==> config.mk <==
export PLATFORM = sky130hd
export DESIGN_NAME = div_unit_flat
export DESIGN_NICKNAME = d
export VERILOG_FILES = /design/src/rtl/div_pkg.sv /design/src/rtl/div_if.sv /design/src/rtl/div_step.sv /design/src/rtl/div_unit.sv /design/src/flat_wrapper.sv
export SDC_FILE = /design/constraint.sdc
export NUM_CORES = 1
export LEC_CHECK = 0
export ABC_AREA = 1
export CORE_MARGIN = 4
export CORE_UTILIZATION = 35
export CTS_BUF_LIST = sky130_fd_sc_hd__clkbuf_16
export CTS_CLUSTER_SIZE = 24
export DETAILED_ROUTE_END_ITERATION = 10
export GPL_TIMING_DRIVEN = 0
export SLEW_MARGIN = 20
export SYNTH_ARGS = -nofsm -noshare
export SYNTH_HDL_FRONTEND = slang
export SYNTH_SLANG_ARGS = --single-unit
==> constraint.sdc <==
create_clock -name clk -period 5.4 [get_ports clk]
set_input_delay 1.08 -clock clk [delete_from_list [all_inputs] [get_ports clk]]
set_output_delay 1.08 -clock clk [all_outputs]
set_load 0.1 [all_outputs]
==> src/rtl/div_pkg.sv <==
// Shared encodings for the iterative RV32M divider: op codes, FSM states and
// the divide-by-zero quotient pattern.
package div_pkg;

    localparam int DIV_XLEN = 32;

    localparam logic [1:0] OP_DIV  = 2'b00;
    localparam logic [1:0] OP_DIVU = 2'b01;
    localparam logic [1:0] OP_REM  = 2'b10;
    localparam logic [1:0] OP_REMU = 2'b11;

    typedef enum logic [1:0] {
        S_IDLE = 2'd0,
        S_CALC = 2'd1,
        S_FIX  = 2'd2
    } div_state_e;

    localparam logic [DIV_XLEN-1:0] DIV_ZERO_Q = '1;

    // op[0]=0 selects the signed variants (DIV, REM); op[1]=1 returns the remainder
    function automatic logic op_is_signed(input logic [1:0] op);
        return ~op[0];
    endfunction

endpackage

==> src/rtl/div_if.sv <==
// Execute-stage request/response bundle between the pipeline and div_unit.
interface div_if #(
    parameter int XLEN = 32
);
    logic            start;
    logic [1:0]      op;
    logic [XLEN-1:0] dividend;
    logic [XLEN-1:0] divisor;
    logic            flush;
    logic            busy;
    logic            done;
    logic [XLEN-1:0] result;

    modport master (
        output start, op, dividend, divisor, flush,
        input  busy, done, result
    );

    modport slave (
        input  start, op, dividend, divisor, flush,
        output busy, done, result
    );
endinterface

==> src/rtl/div_step.sv <==
// One restoring shift-subtract step: shift the next dividend bit into the
// partial remainder and subtract the divisor if it fits.
module div_step #(
    parameter int XLEN = 32
) (
    input  logic [XLEN-1:0] rem_i,
    input  logic            quo_msb_i,
    input  logic [XLEN-1:0] divisor_i,
    output logic [XLEN-1:0] rem_o,
    output logic            q_bit_o
);
    logic [XLEN:0] shifted;
    logic [XLEN:0] trial;

    // rem_i < divisor_i holds between steps, so the XLEN+1 bit MSB is a true sign
    assign shifted = {rem_i, quo_msb_i};
    assign trial   = shifted - {1'b0, divisor_i};
    assign q_bit_o = ~trial[XLEN];
    assign rem_o   = q_bit_o ? trial[XLEN-1:0] : shifted[XLEN-1:0];

endmodule

==> src/rtl/div_unit.sv <==
// Iterative XLEN-bit divider for DIV/DIVU/REM/REMU: XLEN restoring steps plus
// a sign-fixup cycle. Define DIV_EARLY_OUT_EN to short-cut /0 and overflow.
module div_unit
    import div_pkg::*;
#(
    parameter int XLEN = DIV_XLEN
) (
    input  logic   clk,
    input  logic   rst_n,
    div_if.slave   bus
);
    localparam int CNT_W = $clog2(XLEN) + 1;

    div_state_e       state_q, state_d;
    logic [1:0]       op_q, op_d;
    logic             neg_q_q, neg_q_d;
    logic             neg_r_q, neg_r_d;
    logic [XLEN-1:0]  rem_q, rem_d;
    logic [XLEN-1:0]  quo_q, quo_d;
    logic [XLEN-1:0]  dvsr_q, dvsr_d;
    logic [CNT_W-1:0] cnt_q, cnt_d;
    logic [XLEN-1:0]  result_q, result_d;
    logic             done_q, done_d;

    logic [XLEN-1:0]  step_rem;
    logic             step_q;
    logic             sgn, neg_a, neg_b;
    logic [XLEN-1:0]  abs_a, abs_b;
    logic [XLEN-1:0]  q_fix, r_fix;
`ifdef DIV_EARLY_OUT_EN
    logic             div_zero, sgn_ovf;
`endif

    div_step #(.XLEN(XLEN)) u_step (
        .rem_i     (rem_q),
        .quo_msb_i (quo_q[XLEN-1]),
        .divisor_i (dvsr_q),
        .rem_o     (step_rem),
        .q_bit_o   (step_q)
    );

    // -2^(XLEN-1) negates to itself, which is already the right unsigned magnitude
    assign sgn   = op_is_signed(bus.op);
    assign neg_a = sgn & bus.dividend[XLEN-1];
    assign neg_b = sgn & bus.divisor[XLEN-1];
    assign abs_a = neg_a ? -bus.dividend : bus.dividend;
    assign abs_b = neg_b ? -bus.divisor  : bus.divisor;

`ifdef DIV_EARLY_OUT_EN
    assign div_zero = (bus.divisor == '0);
    assign sgn_ovf  = sgn && (bus.dividend == {1'b1, {(XLEN-1){1'b0}}}) &&
                      (bus.divisor == '1);
`endif

    // A zero divisor yields all-ones naturally; negating it would break the RISC-V result
    assign q_fix = (neg_q_q && (dvsr_q != '0)) ? -quo_q : quo_q;
    assign r_fix = neg_r_q ? -rem_q : rem_q;

    always_comb begin
        state_d  = state_q;
        op_d     = op_q;
        neg_q_d  = neg_q_q;
        neg_r_d  = neg_r_q;
        rem_d    = rem_q;
        quo_d    = quo_q;
        dvsr_d   = dvsr_q;
        cnt_d    = cnt_q;
        result_d = result_q;
        done_d   = 1'b0;

        unique case (state_q)
            S_IDLE: begin
                if (bus.start && !bus.flush) begin
                    op_d    = bus.op;
                    neg_q_d = neg_a ^ neg_b;
                    neg_r_d = neg_a;
                    rem_d   = '0;
                    quo_d   = abs_a;
                    dvsr_d  = abs_b;
                    cnt_d   = CNT_W'(XLEN);
                    state_d = S_CALC;
`ifdef DIV_EARLY_OUT_EN
                    if (div_zero) begin
                        quo_d   = {XLEN{DIV_ZERO_Q[0]}};
                        rem_d   = abs_a;
                        state_d = S_FIX;
                    end else if (sgn_ovf) begin
                        quo_d   = {1'b1, {(XLEN-1){1'b0}}};
                        rem_d   = '0;
                        neg_q_d = 1'b0;
                        state_d = S_FIX;
                    end
`endif
                end
            end
            S_CALC: begin
                if (bus.flush) begin
                    state_d = S_IDLE;
                end else begin
                    rem_d = step_rem;
                    quo_d = {quo_q[XLEN-2:0], step_q};
                    cnt_d = cnt_q - 1'b1;
                    if (cnt_q == CNT_W'(1)) state_d = S_FIX;
                end
            end
            S_FIX: begin
                state_d = S_IDLE;
                if (!bus.flush) begin
                    result_d = op_q[1] ? r_fix : q_fix;
                    done_d   = 1'b1;
                end
            end
            default: state_d = S_IDLE;
        endcase
    end

    always_ff @(posedge clk or negedge rst_n) begin
        if (!rst_n) begin
            state_q  <= S_IDLE;
            op_q     <= '0;
            neg_q_q  <= 1'b0;
            neg_r_q  <= 1'b0;
            rem_q    <= '0;
            quo_q    <= '0;
            dvsr_q   <= '0;
            cnt_q    <= '0;
            result_q <= '0;
            done_q   <= 1'b0;
        end else begin
            state_q  <= state_d;
            op_q     <= op_d;
            neg_q_q  <= neg_q_d;
            neg_r_q  <= neg_r_d;
            rem_q    <= rem_d;
            quo_q    <= quo_d;
            dvsr_q   <= dvsr_d;
            cnt_q    <= cnt_d;
            result_q <= result_d;
            done_q   <= done_d;
        end
    end

    assign bus.busy   = (state_q != S_IDLE);
    assign bus.done   = done_q;
    assign bus.result = result_q;

endmodule

==> src/flat_wrapper.sv <==
// flat-port wrapper written by rule: the top's interface ports become plain ports
module div_unit_flat import div_pkg::*;
#(
    parameter int XLEN = DIV_XLEN
)
  (clk, rst_n, bus_start, bus_op, bus_dividend, bus_divisor, bus_flush, bus_busy, bus_done, bus_result);
  div_if #(.XLEN(XLEN)) bus_i ();
  input  logic clk;
  input  logic rst_n;
  input wire logic [$bits(bus_i.start)-1:0] bus_start;
  input wire logic [$bits(bus_i.op)-1:0] bus_op;
  input wire logic [$bits(bus_i.dividend)-1:0] bus_dividend;
  input wire logic [$bits(bus_i.divisor)-1:0] bus_divisor;
  input wire logic [$bits(bus_i.flush)-1:0] bus_flush;
  output wire logic [$bits(bus_i.busy)-1:0] bus_busy;
  output wire logic [$bits(bus_i.done)-1:0] bus_done;
  output wire logic [$bits(bus_i.result)-1:0] bus_result;
  assign bus_i.start = bus_start;
  assign bus_i.op = bus_op;
  assign bus_i.dividend = bus_dividend;
  assign bus_i.divisor = bus_divisor;
  assign bus_i.flush = bus_flush;
  assign bus_busy = bus_i.busy;
  assign bus_done = bus_i.done;
  assign bus_result = bus_i.result;
  div_unit #(.XLEN(XLEN)) u_core (.clk(clk), .rst_n(rst_n), .bus(bus_i));
endmodule
# Word-level counts from Yosys, hierarchy flattened
# Index checks and enable logic that the tools add are counted.
dict set report totals {
  register_bits 141
  latchBits 0
  mem_bits_rw 0
  romBits 0
  input_bits 70
  out_inout_bits 34
  wordCells 60
  memories 0
}
dict set report op_classes {
  n_addsub 6
  mul 0
  div 0
  n_lt_le_gt_ge 0
  eq_ne 6
  shifts 0
  muxes 21
  bitwise_logic 6
  reduce_logical 11
}
# cell n
set op_table {}
lappend op_table {{2-to-1 mux 32 bit} 10}
lappend op_table {{negation 32 bit} 4}
lappend op_table {{one-hot mux 32 bit (2 select lines)} 2}
lappend op_table {{subtractor 33 x 32 -> 33 bit} 1}
lappend op_table {{nonzero test 32 bit} 1}
lappend op_table {{2-to-1 mux 6 bit} 2}
lappend op_table {{one-hot mux 6 bit (2 select lines)} 1}
lappend op_table {{equality test 6 x 1 -> 1 bit, second input constant} 1}
lappend op_table {{2-to-1 mux 2 bit} 3}
lappend op_table {{AND reduction 2 bit} 3}
lappend op_table {{subtractor 6 x 1 -> 6 bit, second input constant} 1}
lappend op_table {{one-hot mux 2 bit (2 select lines)} 1}
lappend op_table {{nonzero test 2 bit} 2}
lappend op_table {{inequality test 3 x 2 -> 1 bit, second input constant} 1}
lappend op_table {{inverter 1 bit} 3}
lappend op_table {{AND reduction 3 bit} 1}
lappend op_table {{bitwise AND 1 bit} 2}
lappend op_table {{equality test 2 x 1 -> 1 bit, second input constant} 1}
lappend op_table {{equality test 2 bit, second input constant} 1}
lappend op_table {{logical AND 1 bit} 2}
lappend op_table {{logical NOT 2 bit} 1}
lappend op_table {{2-to-1 mux 1 bit} 2}
lappend op_table {{inequality test 2 x 1 -> 1 bit, second input constant} 1}
lappend op_table {{inequality test 2 bit, second input constant} 1}
lappend op_table {{other kinds (2)} 2}

# Logic depth before layout (Yosys ltp)
# Gate-level depths: netlist of the first run.
dict set report depth {
  ltp_word 5
  depth_mapped 18
  depth_no_buf 17
}

# Hierarchy
# Synthesis of the first run repeated with hierarchy kept, for this count alone.
dict set report unflattened {
  hier_cells 2216
  area_unflattened_um2 13016.2
}
# module instances cells_per_inst area_per_inst_um2 seq_area_each_um2
set modules_own_cells {}
lappend modules_own_cells {div_unit 1 1533 9853.2 3503.4}
lappend modules_own_cells {div_step 1 683 3163.0 0.0}

# Worst setup path after synthesis of the first run
# Ideal clock, no wire load.
dict set report synth_timing {
  path_kind {input to register}
  startpoint {input port bus_dividend[0]}
  endpoint {register u_core.quo_q[30]}
  setup_ns 0.123
  arrival_ns 2.300
  required_time_ns 5.277
  setup_slack_ns 2.977
  path_stages 11
  path_buffers 0
  path_cell_list {inv_1 -> ha_1 -> nand2_1 -> nor2_1 -> nand3b_1 -> o21ai_1 -> nand2_1 -> nand2_1 -> nand2_1 -> o21ai_0 -> nand2_1}
}
dict set report synth_between {
  elab_chain_len 4
}
# element line
set synth_lines {}
lappend synth_lines {{start, declared} flat_wrapper.sv:12} ;# input wire logic [$bits(bus_i.dividend)-1:0] bus_dividend;
lappend synth_lines {{negation 32 bit} div_unit.sv:46} ;# assign abs_a = neg_a ? -bus.dividend : bus.dividend;
lappend synth_lines {{2-to-1 mux 32 bit} div_unit.sv:46}
lappend synth_lines {{2-to-1 mux 32 bit} div_unit.sv:73} ;# if (bus.start && !bus.flush) begin
lappend synth_lines {{one-hot mux 32 bit (2 select lines)} div_unit.sv:71} ;# unique case (state_q)
lappend synth_lines {{end signal, assigned} div_unit.sv:135} ;# quo_q <= quo_d;
lappend synth_lines {{end, declared} div_unit.sv:19} ;# logic [XLEN-1:0] quo_q, quo_d;
# Every way passes these cells. The select of a mux whose other input is x is not followed.
# A chain may end at the register's enable or synchronous reset.

# Worst setup path in the final report of the first run
dict set report layout_timing {
  startpoint {register u_core.result_q[30] (netlist: u_core.bus.result[30])}
  endpoint {output port bus_result[30]}
}
# element line
set layout_rtl {}
lappend layout_rtl {{start, declared} div_unit.sv:22} ;# logic [XLEN-1:0] result_q, result_d;
lappend layout_rtl {{start signal, assigned} div_unit.sv:138} ;# result_q <= result_d;
lappend layout_rtl {{end, declared} flat_wrapper.sv:17} ;# output wire logic [$bits(bus_i.result)-1:0] bus_result;
# No word-level cell between the ends.

==> results.json, run 1 <==
{
  "seq_power_share_pct": 28.3,
  "worstSkewPairLatency_ps": 450,
  "cts_buffers": 17,
  "holdPathStages": 2,
  "worst_slack_ps": 2170,
  "drt_first_pass_iters": 6,
  "p_sw_mw": 2.74,
  "final_area_um2": 15100,
  "track_usage_pct": 24.7,
  "finalSetupTns_ps": 0,
  "core.rowCount": 69,
  "vdd.ir_drop.worst_mv": 0.222,
  "p_comb_share_pct": 50.0,
  "synth_nets": 2276,
  "worstMarginPinSlew_ps": 986,
  "dp.cells": 2732,
  "slowest_delay_ps": 1200,
  "placed_area_um2": 14500,
  "crit_path_start_kind": "register",
  "die_area_um2": 39800,
  "ant_nets": 0,
  "cts_resized": 0,
  "finalHoldViolations": 0,
  "post-synth-top-count-cell": "nand2_1",
  "cp-endpoint": "bus_result[30]",
  "status": "finished clean",
  "cp_top_family": "buffers and inverters",
  "async_flop_share_pct": 100,
  "antenna_found_initial": 0,
  "place_ws_ps": 2110,
  "grt_setup_unrepaired": "no",
  "finalCritPeriodShare_pct": 59.8,
  "instances_no_fill": 2764,
  "critPathSlowestCell": "clkdlybuf4s50_1",
  "ys_ff_latch": 140,
  "clk_pin_slew_ps": 60,
  "io_buffers": 103,
  "p_per_area_nw_per_um2": 365,
  "postRouteWirelength_um": 48900,
  "start_util_pct": 35.8,
  "dpl.hpwl_um": 40200,
  "critPathBufInv": 1,
  "routabilityCongestion": 0.957,
  "required_ps": 4320,
  "synthCells": 2167,
  "die_y_um": 199,
  "finalSetupViolCount": 0,
  "overflow": 0,
  "cts_tree": "yes",
  "synth_cell_type_count": 48,
  "synth_top_area_share_pct": 27.3,
  "synth.avg_cell_area_um2": 5.92,
  "drt-initial-drc-count": 1123,
  "h-tree-depth": 4,
  "fin_skew_ps": 11.7,
  "internal-power_mw": 2.75,
  "power_switching_share_pct": 49.9,
  "finalCriticalPeriod_ps": 3230,
  "antenna_cells": 0,
  "num_vias": 14200,
  "synth_ff_type": "dfrtp_1",
  "post_cts.repair.setup_buffers": 0,
  "path_class": "register to output pin",
  "r2r_end": "u_core.rem_q[12]$_DFFE_PN0P_",
  "drive_gt1_share_pct": 4.43,
  "grt_pass1_wl_um": 76500,
  "maxSlewHeadroom_pct": 34.0,
  "r2r_cells": 18,
  "hold_class": "register to register",
  "r2r-start": "u_core.quo_q[31]$_DFFE_PN0P_",
  "drc_errors": 0,
  "cts_hold_buf": 0,
  "fmax_mhz": 310,
  "clock_path_buffers": 2,
  "critPathMaxFanout": 2,
  "clock_power_share_pct": 21.7,
  "netlist_area_um2": 12800,
  "avgRoutedWirePerCell_um": 17.7,
  "cellLeakagePower_nw": 8.01,
  "path_cells": "clkdlybuf4s50_1",
  "cp.arrival_ps": 2150,
  "ys_seq_area_share_pct": 27.3,
  "area_growth_pct": 17.3,
  "num-fill-cells": 3901,
  "maxSlewViolCount": 0,
  "multi_input_area_um2": 7870,
  "die_x_um": 199,
  "root_buffer": "clkbuf_16",
  "grt_max_degree": 83,
  "final_nets": 2399,
  "seqCellArea_um2": 3500,
  "drv_cap": 0,
  "boundaryPins": 104,
  "crit_start": "u_core.bus.result[30]$_DFFE_PN0P_",
  "end_kind": "output pin",
  "grt_pass1_vias": 13600,
  "vias_per_cell": 5.15,
  "p_total_mw": 5.49,
  "r2r_slack_ps": 2620,
  "ys_top_cells_by_area": "dfrtp_1 (27%), nand2_1 (22%), nand3_1 (9.1%), inv_1 (8.9%), nor2_1 (6.5%)",
  "synth_common_cells": "nand2_1 (740), inv_1 (305), nand3_1 (234), nor2_1 (221), dfrtp_1 (140)",
  "netlist.top_cell.by_area": "dfrtp_1",
  "cts.sinks": 140,
  "cp_num_cells": 1,
  "core-area_um2": 35800,
  "yosysWarnings": 0,
  "synth-edff-count": 0
}
==> layer usage <==
layer	up-vias	part of all wire [%]	GRT usage, %
li1	7118	-	-
met1	6599	47	35.6
met2	470	46	39.3
met3	53	5.3	3.39
met4	0	1.8	6.09
met5	-	0	0
==> state kept, by name (all words and copies together) (netlist names), 2 cells and up <==
signal	flops
u_core.bus.result	32
u_core.dvsr_q	32
u_core.quo_q	32
u_core.rem_q	32
u_core.cnt_q	6
u_core.state_q	2
==> power by group through the flow <==
stage	combinational [mW]	clock (mW)	sequential, mW
after detailed placement	2.71	0	1.56
after floorplan	1.42	0	1.94
after CTS	2.72	1.21	1.55
final	2.74	1.19	1.55
after global routing	3.01	1.25	1.59
after global placement	2.69	0	1.56
==> logic make-up after synthesis <==
logic type / count (synthesis) / share of synthesized area [%]
compound gates: 260 / 11.1
xor+xnor: 45 / 3.07
fa+ha+maj: 39 / 3.86
buf+inv: 371 / 11.4
flops: 140 / 27.3
simple gates: 1312 / 43.3
==> stage by stage <==
| stage | utilization (%) | hold slack (ps) |
|---|---|---|
| CTS | 42.0 | 488 |
| detailed placement | 40.4 | 472 |
| global placement | 40.3 | 468 |
| global route | 42.0 | 508 |
| finish | 42.0 | 482 |
| floorplan | - | 453 |
==> final cells by class <==
type                    count  share of cell area [%]
clock buffers              17                    2.83
plain buffers              60                    1.93
well taps                 461                    3.83
flip-flops and latches    140                    23.3
repair buffers            104                    7.07
inverters                 311                    7.76
clock inverters            15                   0.998
multi-input cells        1656                    52.3
==> how the worst min path moves through the flow <==
stage,from,to,slack (ps)
2_1_floorplan,u_core.dvsr_q[10]$_DFFE_PN0P_,u_core.dvsr_q[10]$_DFFE_PN0P_,450
3_3_place_gp,u_core.bus.result[24]$_DFFE_PN0P_,u_core.bus.result[24]$_DFFE_PN0P_,470
3_5_place_dp,u_core.bus.result[29]$_DFFE_PN0P_,u_core.bus.result[29]$_DFFE_PN0P_,470
4_1_cts,u_core.bus.result[29]$_DFFE_PN0P_,u_core.bus.result[29]$_DFFE_PN0P_,490
5_1_grt,u_core.bus.result[28]$_DFFE_PN0P_,u_core.bus.result[28]$_DFFE_PN0P_,510
6_report,u_core.bus.result[18]$_DFFE_PN0P_,u_core.bus.result[18]$_DFFE_PN0P_,480
==> cell usage in the layout (no fill, tap or decap), types with 4 or more instances in the layout <==
master           instances
a21boi_0                13
a21oi_1                 80
a31oi_1                  8
buf_2                   15
clkbuf_1                36
clkbuf_16               17
clkdlybuf4s50_1        102
clkinv_1                 5
clkinv_4                 4
dfrtp_1                140
ha_1                    38
inv_1                  306
inv_2                    4
nand2_1                740
nand2_2                 14
nand3_1                234
nand3b_1                 9
nand4_1                 36
nor2_1                 221
nor3_1                  20
o211ai_1                12
o21ai_0                122
o21ai_1                  9
o21bai_1                 5
or2_2                   18
xnor2_1                 17
xor2_1                  28
Note: power is estimated with default switching activity, not from simulation.
==> inputs of run 2 (changes only) <==
- clock period: 5.4 -> 3.2 ns (I/O delays scaled with it)
==> run 2 against run 1 <==
Register-to-register slack got worse by 2200 ps. Non-clock buffer count unchanged. Total power grew 69%. Utilization unchanged. Sequential cell count unchanged. Setup slack got worse by 1800 ps. Clock power up 68%. Die area unchanged. Critical path depth up 17. Sequential power up 69%. Worst hold slack worse by 380 ps.
==> results.json, run 2 (synthesized netlist as in run 1, its figures left out) <==
{
  "path_class": "register to register",
  "crit_path_start_kind": "register",
  "hold_class": "primary input to asynchronous set/reset pin",
  "grt_max_degree": 83,
  "drc_errors": 0,
  "final_cell_mix": "nand2_1 (740), inv_1 (306), nand3_1 (234), nor2_1 (221), dfrtp_1 (140)",
  "met1_usage_pct": 35.6,
  "fin_skew_ps": 12.1,
  "cts_hold_buf": 0,
  "finalHoldViolations": 0,
  "h-tree-depth": 4,
  "fmax_mhz": 358,
  "r2r_end": "u_core.rem_q[12]$_DFFE_PN0P_",
  "p_per_area_nw_per_um2": 615,
  "use_met3_pct": 3.39,
  "avgRoutedWirePerCell_um": 17.7,
  "r2r_slack_ps": 400,
  "dpl.hpwl_um": 40200,
  "boundaryPins": 104,
  "status": "finished clean",
  "grt_setup_unrepaired": "no",
  "clock_path_buffers": 2,
  "grt_util_met2_pct": 39.4,
  "drt_first_pass_iters": 7,
  "io_buffers": 103,
  "maxSlewViolCount": 0,
  "cts_resized": 0,
  "finalCriticalPeriod_ps": 2800,
  "routabilityCongestion": 0.957,
  "vdd.ir_drop.worst_mv": 0.373,
  "finalSetupTns_ps": 0,
  "cts.sinks": 140,
  "root_buffer": "clkbuf_16",
  "cp.arrival_ps": 3130,
  "cts_tree": "yes",
  "r2r_cells": 18,
  "die_x_um": 199,
  "worst_slack_ps": 403,
  "post_cts.repair.setup_buffers": 0,
  "drt-initial-drc-count": 1060,
  "r2r-start": "u_core.quo_q[31]$_DFFE_PN0P_",
  "die_area_um2": 39800,
  "die_y_um": 199,
  "antenna_found_initial": 0,
  "postRouteWirelength_um": 48900,
  "grt_pass1_vias": 13600,
  "num_vias": 14200,
  "cellLeakagePower_nw": 8.01,
  "core-area_um2": 35800,
  "critPathMaxFanout": 10,
  "finalCritPeriodShare_pct": 87.4,
  "finalSetupViolCount": 0,
  "place_ws_ps": 354,
  "drive_gt1_share_pct": 4.43,
  "layout_commonest_cell": "nand2_1",
  "maxSlewHeadroom_pct": 34.0,
  "start_util_pct": 35.8,
  "antenna_cells": 0,
  "grt.busiest_layer": "met2",
  "track_usage_pct": 24.7,
  "drv_cap": 0,
  "final_nets": 2399,
  "worstSkewPairLatency_ps": 450,
  "ant_nets": 0,
  "overflow": 0,
  "vias_per_cell": 5.15,
  "end_kind": "register",
  "core.rowCount": 69,
  "cts_buffers": 17,
  "worstMarginPinSlew_ps": 986,
  "num-fill-cells": 3901,
  "area_growth_pct": 17.3,
  "required_ps": 3530,
  "grt_pass1_wl_um": 76500,
  "clk_pin_slew_ps": 60
}
-- run 2: cell counts in the layout (fill, tap and decap cells not counted) --
Identical to the previous run, type by type.
-- run 2: power by group --
part           switching (mW)  internal, mW
registers               0.429          2.19
logic                    3.33          1.30
clock network           0.860          1.14
total                    4.62          4.64
-- run 2: worst max-delay path: stages, from the launching register on --
cell and delay (ps):
dfrtp_1 400, inv_1 100, ha_1 230, fa_1 410, inv_1 100, nand2_1 50
nand2_1 70, nand3_1 160, nand2_2 200, nand2_2 80, nand2_4 100, nand2_4 90
nand2_4 100, nand2_8 90, nand2_8 120, buf_8 130, nand2_1 90, nand3_1 80
nand2_1 50
-- run 2: metal layers --
layer,wire (um),up-vias,part of all wire [%]
met4,884,0,1.8
met3,2750,55,5.6
met5,0,-,0
li1,-,7113,-
met1,23000,6582,47
met2,22300,473,46
-- run 2: worst max-delay path by stage --
stage,start,endpoint,slack (ps),cells after the start
final,u_core.quo_q[31]$_DFFE_PN0P_,u_core.rem_q[12]$_DFFE_PN0P_,400,18
after floorplan,u_core.quo_q[31]$_DFFE_PN0P_,u_core.rem_q[23]$_DFFE_PN0P_,1000,18
after global placement,rst_n,u_core.bus.result[15]$_DFFE_PN0P_,-4440,1
after detailed placement,bus_dividend[0],u_core.quo_q[30]$_DFFE_PN0P_,350,12
after global routing,u_core.quo_q[31]$_DFFE_PN0P_,u_core.rem_q[29]$_DFFE_PN0P_,230,18
after CTS,u_core.state_q[0]$_DFFE_PN0P_,bus_busy,400,3
-- run 2: through the flow --
stage                     instance area (um^2)  total power, mW  util [%]  hold slack [ps]  cells
after floorplan                          12800             5.68         -              344   2167
after global placement                   14400             7.18      40.3              468   2731
after detailed placement                 14500             7.21      40.4              472   2732
after CTS                                15100             9.24      42.0              126   2764
after global routing                     15100             9.86      42.0              134   2764
final                                    15100             9.25      42.0              101   2764
-- run 2: area by class of cell --
type	instances	area (um^2)	share of cell area, %
multi-input cells	1656	7870	52.3
flip-flops and latches	140	3500	23.3
inverters	311	1170	7.76
repair buffers	104	1060	7.07
well taps	461	577	3.83
clock buffers	17	425	2.83
plain buffers	60	290	1.93
clock inverters	15	150	0.998
==> inputs of run 3 (changes only) <==
- CTS_CLUSTER_SIZE: 24 -> unset
- SKIP_LAST_GASP: unset -> 1
==> results of run 3 <==
The final DEF is identical to that of run 2; final timing and power are the same.
